File: config.mk
export PLATFORM = sky130hd
export DESIGN_NAME = uart_fifo_arbiter_flat
export DESIGN_NICKNAME = d
export VERILOG_FILES = /design/src/rtl/uart_fifo_arbiter_if.sv /design/src/rtl/uart_fifo_arbiter.sv /design/src/flat_wrapper.sv
export SDC_FILE = /design/constraint.sdc
export NUM_CORES = 1
export LEC_CHECK = 0
export CORE_MARGIN = 2
export CORE_UTILIZATION = 40
export CTS_CLUSTER_SIZE = 28
export DETAILED_ROUTE_END_ITERATION = 6
export PLACE_DENSITY = 0.78
export SLEW_MARGIN = 10
export SYNTH_ARGS = -nofsm -noshare
export SYNTH_HDL_FRONTEND = slang
export SYNTH_SLANG_ARGS = --single-unit
File: constraint.sdc
create_clock -name clk_sys_i -period 4.48 [get_ports clk_sys_i]
set_input_delay 0.896 -clock clk_sys_i [delete_from_list [all_inputs] [get_ports clk_sys_i]]
set_output_delay 0.896 -clock clk_sys_i [all_outputs]
set_load 0.03 [all_outputs]
File: src/rtl/uart_fifo_arbiter_if.sv
// Requester-side and UART_FIFO-side signals of uart_fifo_arbiter.
// slave is the arbiter's view; master is the clients/UART_FIFO view.
interface uart_fifo_arbiter_if #(
    parameter int NUM_REQ = 4,
    parameter int F       = 32
);
    logic [NUM_REQ-1:0]   req;
    logic [NUM_REQ*F-1:0] req_data;
    logic [NUM_REQ-1:0]   grant;
    logic                 done;
    logic                 err;
    logic [F-1:0]         rx_data;
    logic                 busy;
    logic [F-1:0]         fifo_in;
    logic                 start_flag;
    logic                 fifo_rdy;
    logic [F-1:0]         fifo_out;

    modport slave (
        input  req, req_data, fifo_rdy, fifo_out,
        output grant, done, err, rx_data, busy, fifo_in, start_flag
    );

    modport master (
        output req, req_data, fifo_rdy, fifo_out,
        input  grant, done, err, rx_data, busy, fifo_in, start_flag
    );
endinterface

File: src/rtl/uart_fifo_arbiter.sv
// Round-robin sharing of one UART_FIFO transceiver between NUM_REQ requesters.
// Each grant runs one full-duplex frame exchange and returns the RX frame or a timeout.
//
// state       | meaning
// S_IDLE      | no owner; arbitrate when a request is pending and UART_FIFO is idle
// S_LAUNCH    | owner granted, TX frame latched; START_FLAG rises next
// S_WAIT_BUSY | START_FLAG held high until UART_FIFO reports busy
// S_WAIT_DONE | START_FLAG low, waiting for UART_FIFO to return idle
// S_RELEASE   | DONE (and ERR on timeout) pulse; owner cleared next cycle
module uart_fifo_arbiter #(
    parameter int NUM_REQ        = 4,
    parameter int FIFO_SIZE      = 4,
    parameter int BITWIDTH       = 8,
    parameter int TIMEOUT_CYCLES = 1_000_000
) (
    input  logic               clk_sys_i,
    input  logic               rst_i,
    uart_fifo_arbiter_if.slave bus_io
);
    localparam int F      = BITWIDTH * FIFO_SIZE;
    localparam int IDX_W  = (NUM_REQ > 1) ? $clog2(NUM_REQ) : 1;
    localparam int IDX_W1 = IDX_W + 1;
    localparam int CNT_W  = $clog2(TIMEOUT_CYCLES);
    localparam logic [CNT_W-1:0] CNT_LAST = CNT_W'(TIMEOUT_CYCLES - 1);

    typedef enum logic [2:0] {
        S_IDLE,
        S_LAUNCH,
        S_WAIT_BUSY,
        S_WAIT_DONE,
        S_RELEASE
    } state_t;

    state_t             state_q, state_d;
    logic [NUM_REQ-1:0] grant_q, grant_d;
    logic [IDX_W-1:0]   owner_q, owner_d;
    logic [IDX_W-1:0]   last_q, last_d;
    logic [CNT_W-1:0]   cnt_q, cnt_d;
    logic               start_q, start_d;
    logic               done_q, done_d;
    logic               err_q, err_d;
    logic [F-1:0]       fifo_in_q, fifo_in_d;
    logic [F-1:0]       rx_q, rx_d;

    logic               win_found;
    logic [IDX_W-1:0]   win_idx;
    logic [IDX_W1-1:0]  cand;
    logic [F-1:0]       sel_frame;

    // Search order starts just after the last owner and wraps at NUM_REQ-1.
    always_comb begin
        win_found = 1'b0;
        win_idx   = '0;
        cand      = '0;
        for (int k = 1; k <= NUM_REQ; k++) begin
            cand = {1'b0, last_q} + IDX_W1'(k);
            if (cand >= IDX_W1'(NUM_REQ)) begin
                cand = cand - IDX_W1'(NUM_REQ);
            end
            if (!win_found && bus_io.req[cand[IDX_W-1:0]]) begin
                win_found = 1'b1;
                win_idx   = cand[IDX_W-1:0];
            end
        end
    end

    always_comb begin
        sel_frame = '0;
        for (int i = 0; i < NUM_REQ; i++) begin
            if (win_idx == IDX_W'(i)) begin
                sel_frame = bus_io.req_data[i*F +: F];
            end
        end
    end

    always_comb begin
        state_d   = state_q;
        grant_d   = grant_q;
        owner_d   = owner_q;
        last_d    = last_q;
        cnt_d     = cnt_q;
        start_d   = start_q;
        done_d    = 1'b0;
        err_d     = 1'b0;
        fifo_in_d = fifo_in_q;
        rx_d      = rx_q;

        case (state_q)
            S_IDLE: begin
                if (win_found && bus_io.fifo_rdy) begin
                    grant_d          = '0;
                    grant_d[win_idx] = 1'b1;
                    owner_d          = win_idx;
                    fifo_in_d        = sel_frame;
                    state_d          = S_LAUNCH;
                end
            end
            S_LAUNCH: begin
                start_d = 1'b1;
                cnt_d   = '0;
                state_d = S_WAIT_BUSY;
            end
            S_WAIT_BUSY: begin
                if (!bus_io.fifo_rdy) begin
                    start_d = 1'b0;
                    cnt_d   = '0;
                    state_d = S_WAIT_DONE;
                end else if (cnt_q == CNT_LAST) begin
                    start_d = 1'b0;
                    done_d  = 1'b1;
                    err_d   = 1'b1;
                    state_d = S_RELEASE;
                end else begin
                    cnt_d = cnt_q + CNT_W'(1);
                end
            end
            S_WAIT_DONE: begin
                if (bus_io.fifo_rdy) begin
                    rx_d    = bus_io.fifo_out;
                    done_d  = 1'b1;
                    state_d = S_RELEASE;
                end else if (cnt_q == CNT_LAST) begin
                    done_d  = 1'b1;
                    err_d   = 1'b1;
                    state_d = S_RELEASE;
                end else begin
                    cnt_d = cnt_q + CNT_W'(1);
                end
            end
            S_RELEASE: begin
                last_d  = owner_q;
                grant_d = '0;
                state_d = S_IDLE;
            end
            default: begin
                state_d = S_IDLE;
            end
        endcase
    end

    always_ff @(posedge clk_sys_i or posedge rst_i) begin
        if (rst_i) begin
            state_q   <= S_IDLE;
            grant_q   <= '0;
            owner_q   <= '0;
            last_q    <= IDX_W'(NUM_REQ - 1);
            cnt_q     <= '0;
            start_q   <= 1'b0;
            done_q    <= 1'b0;
            err_q     <= 1'b0;
            fifo_in_q <= '0;
            rx_q      <= '0;
        end else begin
            state_q   <= state_d;
            grant_q   <= grant_d;
            owner_q   <= owner_d;
            last_q    <= last_d;
            cnt_q     <= cnt_d;
            start_q   <= start_d;
            done_q    <= done_d;
            err_q     <= err_d;
            fifo_in_q <= fifo_in_d;
            rx_q      <= rx_d;
        end
    end

    assign bus_io.grant      = grant_q;
    assign bus_io.done       = done_q;
    assign bus_io.err        = err_q;
    assign bus_io.rx_data    = rx_q;
    assign bus_io.busy       = (state_q != S_IDLE);
    assign bus_io.fifo_in    = fifo_in_q;
    assign bus_io.start_flag = start_q;
endmodule
File: src/flat_wrapper.sv
// flat-port wrapper written by rule: the top's interface ports become plain ports
module uart_fifo_arbiter_flat 
#(
    parameter int NUM_REQ        = 4,
    parameter int FIFO_SIZE      = 4,
    parameter int BITWIDTH       = 8,
    parameter int TIMEOUT_CYCLES = 1_000_000
)
  (clk_sys_i, rst_i, bus_io_req, bus_io_req_data, bus_io_fifo_rdy, bus_io_fifo_out, bus_io_grant, bus_io_done, bus_io_err, bus_io_rx_data, bus_io_busy, bus_io_fifo_in, bus_io_start_flag);
  uart_fifo_arbiter_if #(.NUM_REQ(NUM_REQ)) bus_io_i ();
  input  logic clk_sys_i;
  input  logic rst_i;
  input wire logic [$bits(bus_io_i.req)-1:0] bus_io_req;
  input wire logic [$bits(bus_io_i.req_data)-1:0] bus_io_req_data;
  input wire logic [$bits(bus_io_i.fifo_rdy)-1:0] bus_io_fifo_rdy;
  input wire logic [$bits(bus_io_i.fifo_out)-1:0] bus_io_fifo_out;
  output wire logic [$bits(bus_io_i.grant)-1:0] bus_io_grant;
  output wire logic [$bits(bus_io_i.done)-1:0] bus_io_done;
  output wire logic [$bits(bus_io_i.err)-1:0] bus_io_err;
  output wire logic [$bits(bus_io_i.rx_data)-1:0] bus_io_rx_data;
  output wire logic [$bits(bus_io_i.busy)-1:0] bus_io_busy;
  output wire logic [$bits(bus_io_i.fifo_in)-1:0] bus_io_fifo_in;
  output wire logic [$bits(bus_io_i.start_flag)-1:0] bus_io_start_flag;
  assign bus_io_i.req = bus_io_req;
  assign bus_io_i.req_data = bus_io_req_data;
  assign bus_io_i.fifo_rdy = bus_io_fifo_rdy;
  assign bus_io_i.fifo_out = bus_io_fifo_out;
  assign bus_io_grant = bus_io_i.grant;
  assign bus_io_done = bus_io_i.done;
  assign bus_io_err = bus_io_i.err;
  assign bus_io_rx_data = bus_io_i.rx_data;
  assign bus_io_busy = bus_io_i.busy;
  assign bus_io_fifo_in = bus_io_i.fifo_in;
  assign bus_io_start_flag = bus_io_i.start_flag;
  uart_fifo_arbiter #(.NUM_REQ(NUM_REQ), .FIFO_SIZE(FIFO_SIZE), .BITWIDTH(BITWIDTH), .TIMEOUT_CYCLES(TIMEOUT_CYCLES)) u_core (.clk_sys_i(clk_sys_i), .rst_i(rst_i), .bus_io(bus_io_i));
endmodule
==> metrics.txt, run 1 <==
outcome complete, no violations; slowest CP cell o31ai_4; Switching Share 41.6%; worst-path cell chain clkdlybuf4s50_1 -> o211ai_1 -> o21ai_1 -> o31ai_4 -> buf_4 -> o211ai_1; Fin Hold WS 0.491 ns; drt drc 0; overall routing resource usage 23.0%; First-pass DRT Iterations 5; GRT overflow 0; TritonCTS clock tree yes; commonest non-fill, non-tap cell in the layout clkdlybuf4s50_1; Setup TNS 0 ns; Worst Path Required 4.69 ns; crit path time final 3.03 ns; LEAKAGE 3.19 nW; most used cell, CP o211ai_1; Max Cap Violations 0; ratio of final minimum period to clock period 67.7%; Wirelength per Cell 18.7 um; Synth cell types 62; ANT nets after route 0; clock slew at reported path FFs 0.07 ns; worst setup path start bus_io_req[0]; RSZ-0062 raised after global routing false; Fmax 330 MHz; Std-Cell Core Area 12700 sq um; WL final 16000 um; Final Setup Violations 0; Worst Setup End Kind flip-flop; Setup crit start kind primary input; DR vias 4715; R2R Path End u_core.bus_io.fifo_in[28]; Final GP Congestion 0.851; Die Ht 118 um; Setup Crit Path Kind primary input to flip-flop; first-pass GRT wire length 25400 um; # IOs 239; internal power 2.78 mW; clk buf depth 2; antenna violations before repair 0; Tightest Pin Transition 0.843 ns; Clk Latency, worst-skew pair 0.34 ns; Final Skew 0.00770 ns; full die area 14000 sq um; worst vdd ir 0.274 mV; pwr dens 596 nW/um^2; CP Max Fanout 16; most frequent cells in the layout 238 x clkdlybuf4s50_1, 96 x dfrtp_1, 38 x mux2_2, 36 x nand3_1, 31 x a32oi_1; Multi-input gate area 2510 sq um; crit-path leading delay family compound AO/OA/AOI/OAI gates; Syn Area/Cell 11.4 sq um; die width 118 um; Seq cells post-synth 98; vias in the first global route 4958; FF-to-FF setup slack 2.12 ns; Antenna diodes 0; Root Buffer clkbuf_16; final hold vios 0; Clock power frac 16.7%; WP buf/inv 2; clock sink count 98; Hold Path Class flip-flop to flip-flop; R2R depth 6; syn_nets 625; Final Max Slew Viols 0; post_cts resized 0; predominant post-synthesis flop cell dfrtp_1; fraction of layout cells with a size suffix above 1 14.7%; via/cell ratio 5.50; Worst R2R Start u_core.last_q[1]; EDFF count, synth 0; 1st-iter DRT viols 242; CP arrival 3.24 ns; relative max-transition margin 43.8%; postcts setup bufs 0; Starting Density 41.1%; sequential share of power 30.6%; Worst Hold Launch u_core.owner_q[0]; crit-path max cell delay 0.80 ns; H-tree depth 3; register area 2450 sq um; Site Rows 41; Hold Crit Depth 2; largest net degree at the start of global routing 49; Hold Buf Count CTS 0; port buffer count 238; DP HPWL 12300 um; asr flop ratio synth 100%; Hold Path End u_core.owner_q[0]; synthesis-to-finish area growth 53.2%; Num CTS Buffers 9; sequential fraction of the synthesis area 47.1%; count of warnings emitted by yosys 0; fill count 1017; synthesized cell area 5210 sq um; Comb pwr share 52.7%; Final #Nets 848; sw power 1.98 mW; Synth Instances 457
-- Yosys cell counts (all sizes together), types with 3 or more instances --
library cell,count,area share (%)
or2,3,0.36
a21oi,7,0.67
inv,8,0.58
buf,31,4.2
a22o,3,0.50
xor2,11,1.8
o311ai,7,1.2
nand3,46,5.4
and2,3,0.36
o211ai,32,5.6
mux2,38,8.2
o21ai,12,1.2
mux2i,29,5.6
a32oi,31,5.2
nand2,19,1.4
clkbuf,5,0.36
dfrtp,96,46
and3,4,0.48
nand4,6,0.72
nor4,4,1.0
a31oi,3,0.36
nor2,24,1.9
-- metal layers --
metal	wire length [um]	share of wire, %	up-vias	global-route usage [%]
met2	8310	52	186	41.2
met1	5990	37	2296	25.2
met4	486	3.0	0	9.34
met3	1230	7.7	31	7.03
met5	0	0	-	0
li1	-	-	2202	-
-- layout make-up --
type,count,share of cell area (%)
clock buffers,10,2.87
clock inverters,6,0.925
inverters,8,0.408
flip-flops and latches,98,30.8
multi-input cells,315,31.4
well taps,172,2.70
repair buffers,248,30.9
-- state kept, by name (all words and copies together) (netlist names) --
signal                    cells
u_core.bus_io.fifo_in        32
u_core.bus_io.rx_data        32
u_core.cnt_q                 20
u_core.bus_io.grant           4
u_core.state_q                3
u_core.last_q                 2
u_core.owner_q                2
u_core.bus_io.done            1
u_core.bus_io.err             1
u_core.bus_io.start_flag      1
-- stage by stage --
stage / total power, mW / area [sq um] / utilization [%] / worst slack (ns) / std cells
4_1_cts: 4.79 / 7980 / 63.0 / 1.44 / 857
6_report: 4.76 / 7980 / 63.0 / 1.45 / 857
3_3_place_gp: 3.92 / 7680 / 60.6 / 1.21 / 841
2_1_floorplan: 2.98 / 5210 / - / 1.03 / 457
3_5_place_dp: 3.98 / 7680 / 60.6 / 1.11 / 841
5_1_grt: 5.00 / 7980 / 63.0 / 1.30 / 857
-- power groups by stage --
stage	Sequential (mW)	Clock [mW]	Combinational [mW]
after floorplan	2.01	0	0.966
after global placement	1.45	0	2.47
after detailed placement	1.47	0	2.52
after CTS	1.45	0.808	2.52
after global routing	1.50	0.844	2.66
final	1.46	0.794	2.51
-- worst max-delay path by stage --
stage,to,slack [ns],cells past startpoint
2_1_floorplan,u_core.bus_io.done,1.03,1
3_3_place_gp,u_core.bus_io.fifo_in[12],1.21,6
3_5_place_dp,u_core.bus_io.fifo_in[19],1.11,6
4_1_cts,u_core.bus_io.fifo_in[18],1.44,6
5_1_grt,u_core.bus_io.fifo_in[19],1.30,6
6_report,u_core.bus_io.fifo_in[18],1.45,6
-- worst register-to-register path: stages (launching register included) --
cell	delay, ns
dfstp_2	0.61
nand2b_1	0.13
a21boi_0	0.16
o21ai_4	0.60
buf_12	0.35
mux2i_1	0.29
o211ai_2	0.09
-- cells by family after synthesis --
group	synth area share, %
AO/OA/AOI/OAI	18.2
multiplexers	13.8
flip-flops	47.1
buffers and inverters	5.14
adder cells (fa/ha/maj)	0.240
AND/OR/NAND/NOR	13.5
XOR/XNOR	2.02
(Power assumes the default switching activity.)
==> run 2: changes to the inputs <==
==> constraint.sdc (replaced) <==
create_clock -name clk_sys_i -period 2.85 [get_ports clk_sys_i]
set_input_delay 0.57 -clock clk_sys_i [delete_from_list [all_inputs] [get_ports clk_sys_i]]
set_output_delay 0.57 -clock clk_sys_i [all_outputs]
set_load 0.03 [all_outputs]
==> run 2 against run 1 <==
Against the previous run: cell area up 0.92%; combinational power is 61% higher; die area is the same; via count up 0.45%; count of clock-buffer cells in the layout is 1 higher; utilization rose by 0.58 points; power rose by 57%; setup slack got worse by 0.98 ns; sequential share of layout area down 0.28 points; first-iteration DRC count up 7.4%; register-to-register slack worse by 1.4 ns; worst hold slack got worse by 0.014 ns.
==> metrics.txt, run 2 (synthesized netlist as in run 1, its figures left out) <==
outcome complete, no violations; Final GP Congestion 0.848; ratio of final minimum period to clock period 83.7%; TritonCTS clock tree yes; full die area 14000 sq um; Die Ht 118 um; Clk Latency, worst-skew pair 0.34 ns; port buffer count 238; via/cell ratio 5.49; CP Max Fanout 10; Starting Density 41.1%; Final #Nets 853; final instance area 8060 sq um; WL final 16500 um; DR vias 4736; synthesis-to-finish area growth 54.6%; Setup WS pre-CTS 0.138 ns; # IOs 239; Num CTS Buffers 9; die width 118 um; most frequent cells in the layout 238 x clkdlybuf4s50_1, 96 x dfrtp_1, 38 x mux2_2, 36 x nand3_1, 31 x a32oi_1; internal power 4.35 mW; Std-Cell Core Area 12700 sq um; Setup crit start kind flip-flop; Root Buffer clkbuf_16; clock slew at reported path FFs 0.07 ns; fraction of layout cells with a size suffix above 1 15.4%; worst vdd ir 0.524 mV; commonest non-fill, non-tap cell in the layout clkdlybuf4s50_1; DP HPWL 12800 um; Clock power frac 15.3%; Wirelength per Cell 19.1 um; Tightest Pin Transition 0.709 ns; Final Setup Violations 0; ANT nets after route 0; relative max-transition margin 52.6%; Multi-input gate area 2510 sq um; DP Area 7780 sq um; Final Skew 0.0102 ns; drt drc 0; largest net degree at the start of global routing 47; Power Total 7.47 mW; Final Max Slew Viols 0; final hold vios 0; first-pass GRT wire length 26100 um; crit path time final 2.38 ns; RSZ-0062 raised after global routing false; clock sink count 98; sw power 3.13 mW; worst-path cell chain nor3_4 -> inv_1 -> clkdlybuf4s50_1; Fmax 419 MHz; Max Cap Violations 0; register area 2450 sq um; antenna violations before repair 1; crit-path max cell delay 0.59 ns; LEAKAGE 3.23 nW; overall routing resource usage 23.8%; CP arrival 1.81 ns; PnR worst setup slack 0.465 ns; H-tree depth 3; Hold Buf Count CTS 0; vias in the first global route 4876; Setup Crit Path Kind flip-flop to primary output; sequential share of power 30.8%; Hold Path Class flip-flop to flip-flop; Setup TNS 0 ns; GRT overflow 0; Worst Setup End Kind primary output; pwr dens 928 nW/um^2; 1st-iter DRT viols 260; slowest CP cell clkdlybuf4s50_1; Site Rows 41; fill count 1002; clk buf depth 2; postcts setup bufs 0; First-pass DRT Iterations 5; post_cts resized 0; Switching Share 41.8%; Worst Path Required 2.28 ns; Comb pwr share 54.0%
==> run 2: cell count changes in the layout (fill, tap and decap cells not counted), sizes merged <==
cell / delta
inv: -4
buf: +5
clkbuf: +1
clkinv: +3
bufinv: -1
clkinvlp: +1
diode: +1
==> run 2: path summary, 6_finish.rpt <==
path                       depth (start not counted)  slack [ns]               from                         to
hold / removal                                     1        0.48   u_core.cnt_q[18]           u_core.cnt_q[18]
max in group asynchronous                          3        1.54              rst_i   u_core.bus_io.rx_data[8]
min in group asynchronous                          2        0.70              rst_i           u_core.cnt_q[10]
setup / recovery                                   3        0.47  u_core.state_q[2]                bus_io_busy
setup reg to reg                                   6        0.77   u_core.last_q[1]  u_core.bus_io.fifo_in[18]
hold reg to reg                                    1        0.48   u_core.cnt_q[18]           u_core.cnt_q[18]
==> run 2: layout make-up <==
| class | count | area share (%) |
|---|---|---|
| Timing Repair Buffer | 253 | 31.9 |
| Multi-Input combinational cell | 315 | 31.1 |
| Sequential cell | 98 | 30.5 |
| Clock buffer | 11 | 3.01 |
| Tap cell | 172 | 2.67 |
| Inverter | 8 | 0.419 |
| Clock inverter | 5 | 0.373 |
| Antenna cell | 1 | 0.0311 |
==> run 2: per-stage QoR <==
step | std cells | util (%) | hold slack [ns]
floorplan | 457 | - | 0.441
global placement | 846 | 61.4 | 0.455
detailed placement | 846 | 61.4 | 0.479
CTS | 862 | 63.6 | 0.485
global route | 863 | 63.6 | 0.505
finish | 863 | 63.6 | 0.477
==> run 2: worst max-delay path, delay by kind of cell (launching register included) <==
family,cells,cell delay (ns)
flip-flops,1,0.52
buffers and inverters,2,0.65
AND/OR/NAND/NOR,1,0.30
==> run 2: power groups by stage <==
stage          logic, mW  registers [mW]  clock network [mW]
6_report            4.03            2.30                1.14
5_1_grt             4.26            2.36                1.22
4_1_cts             4.06            2.30                1.16
3_5_place_dp        4.06            2.31                   0
3_3_place_gp        3.97            2.27                   0
2_1_floorplan       1.52            3.17                   0
==> run 2: layer usage <==
metal	vias to the layer above	share of wire (%)	global-route usage, %
met5	-	0	0
met4	0	3.1	9.71
met3	32	7.4	6.30
met2	221	52	41.4
met1	2272	38	27.8
li1	2211	-	-
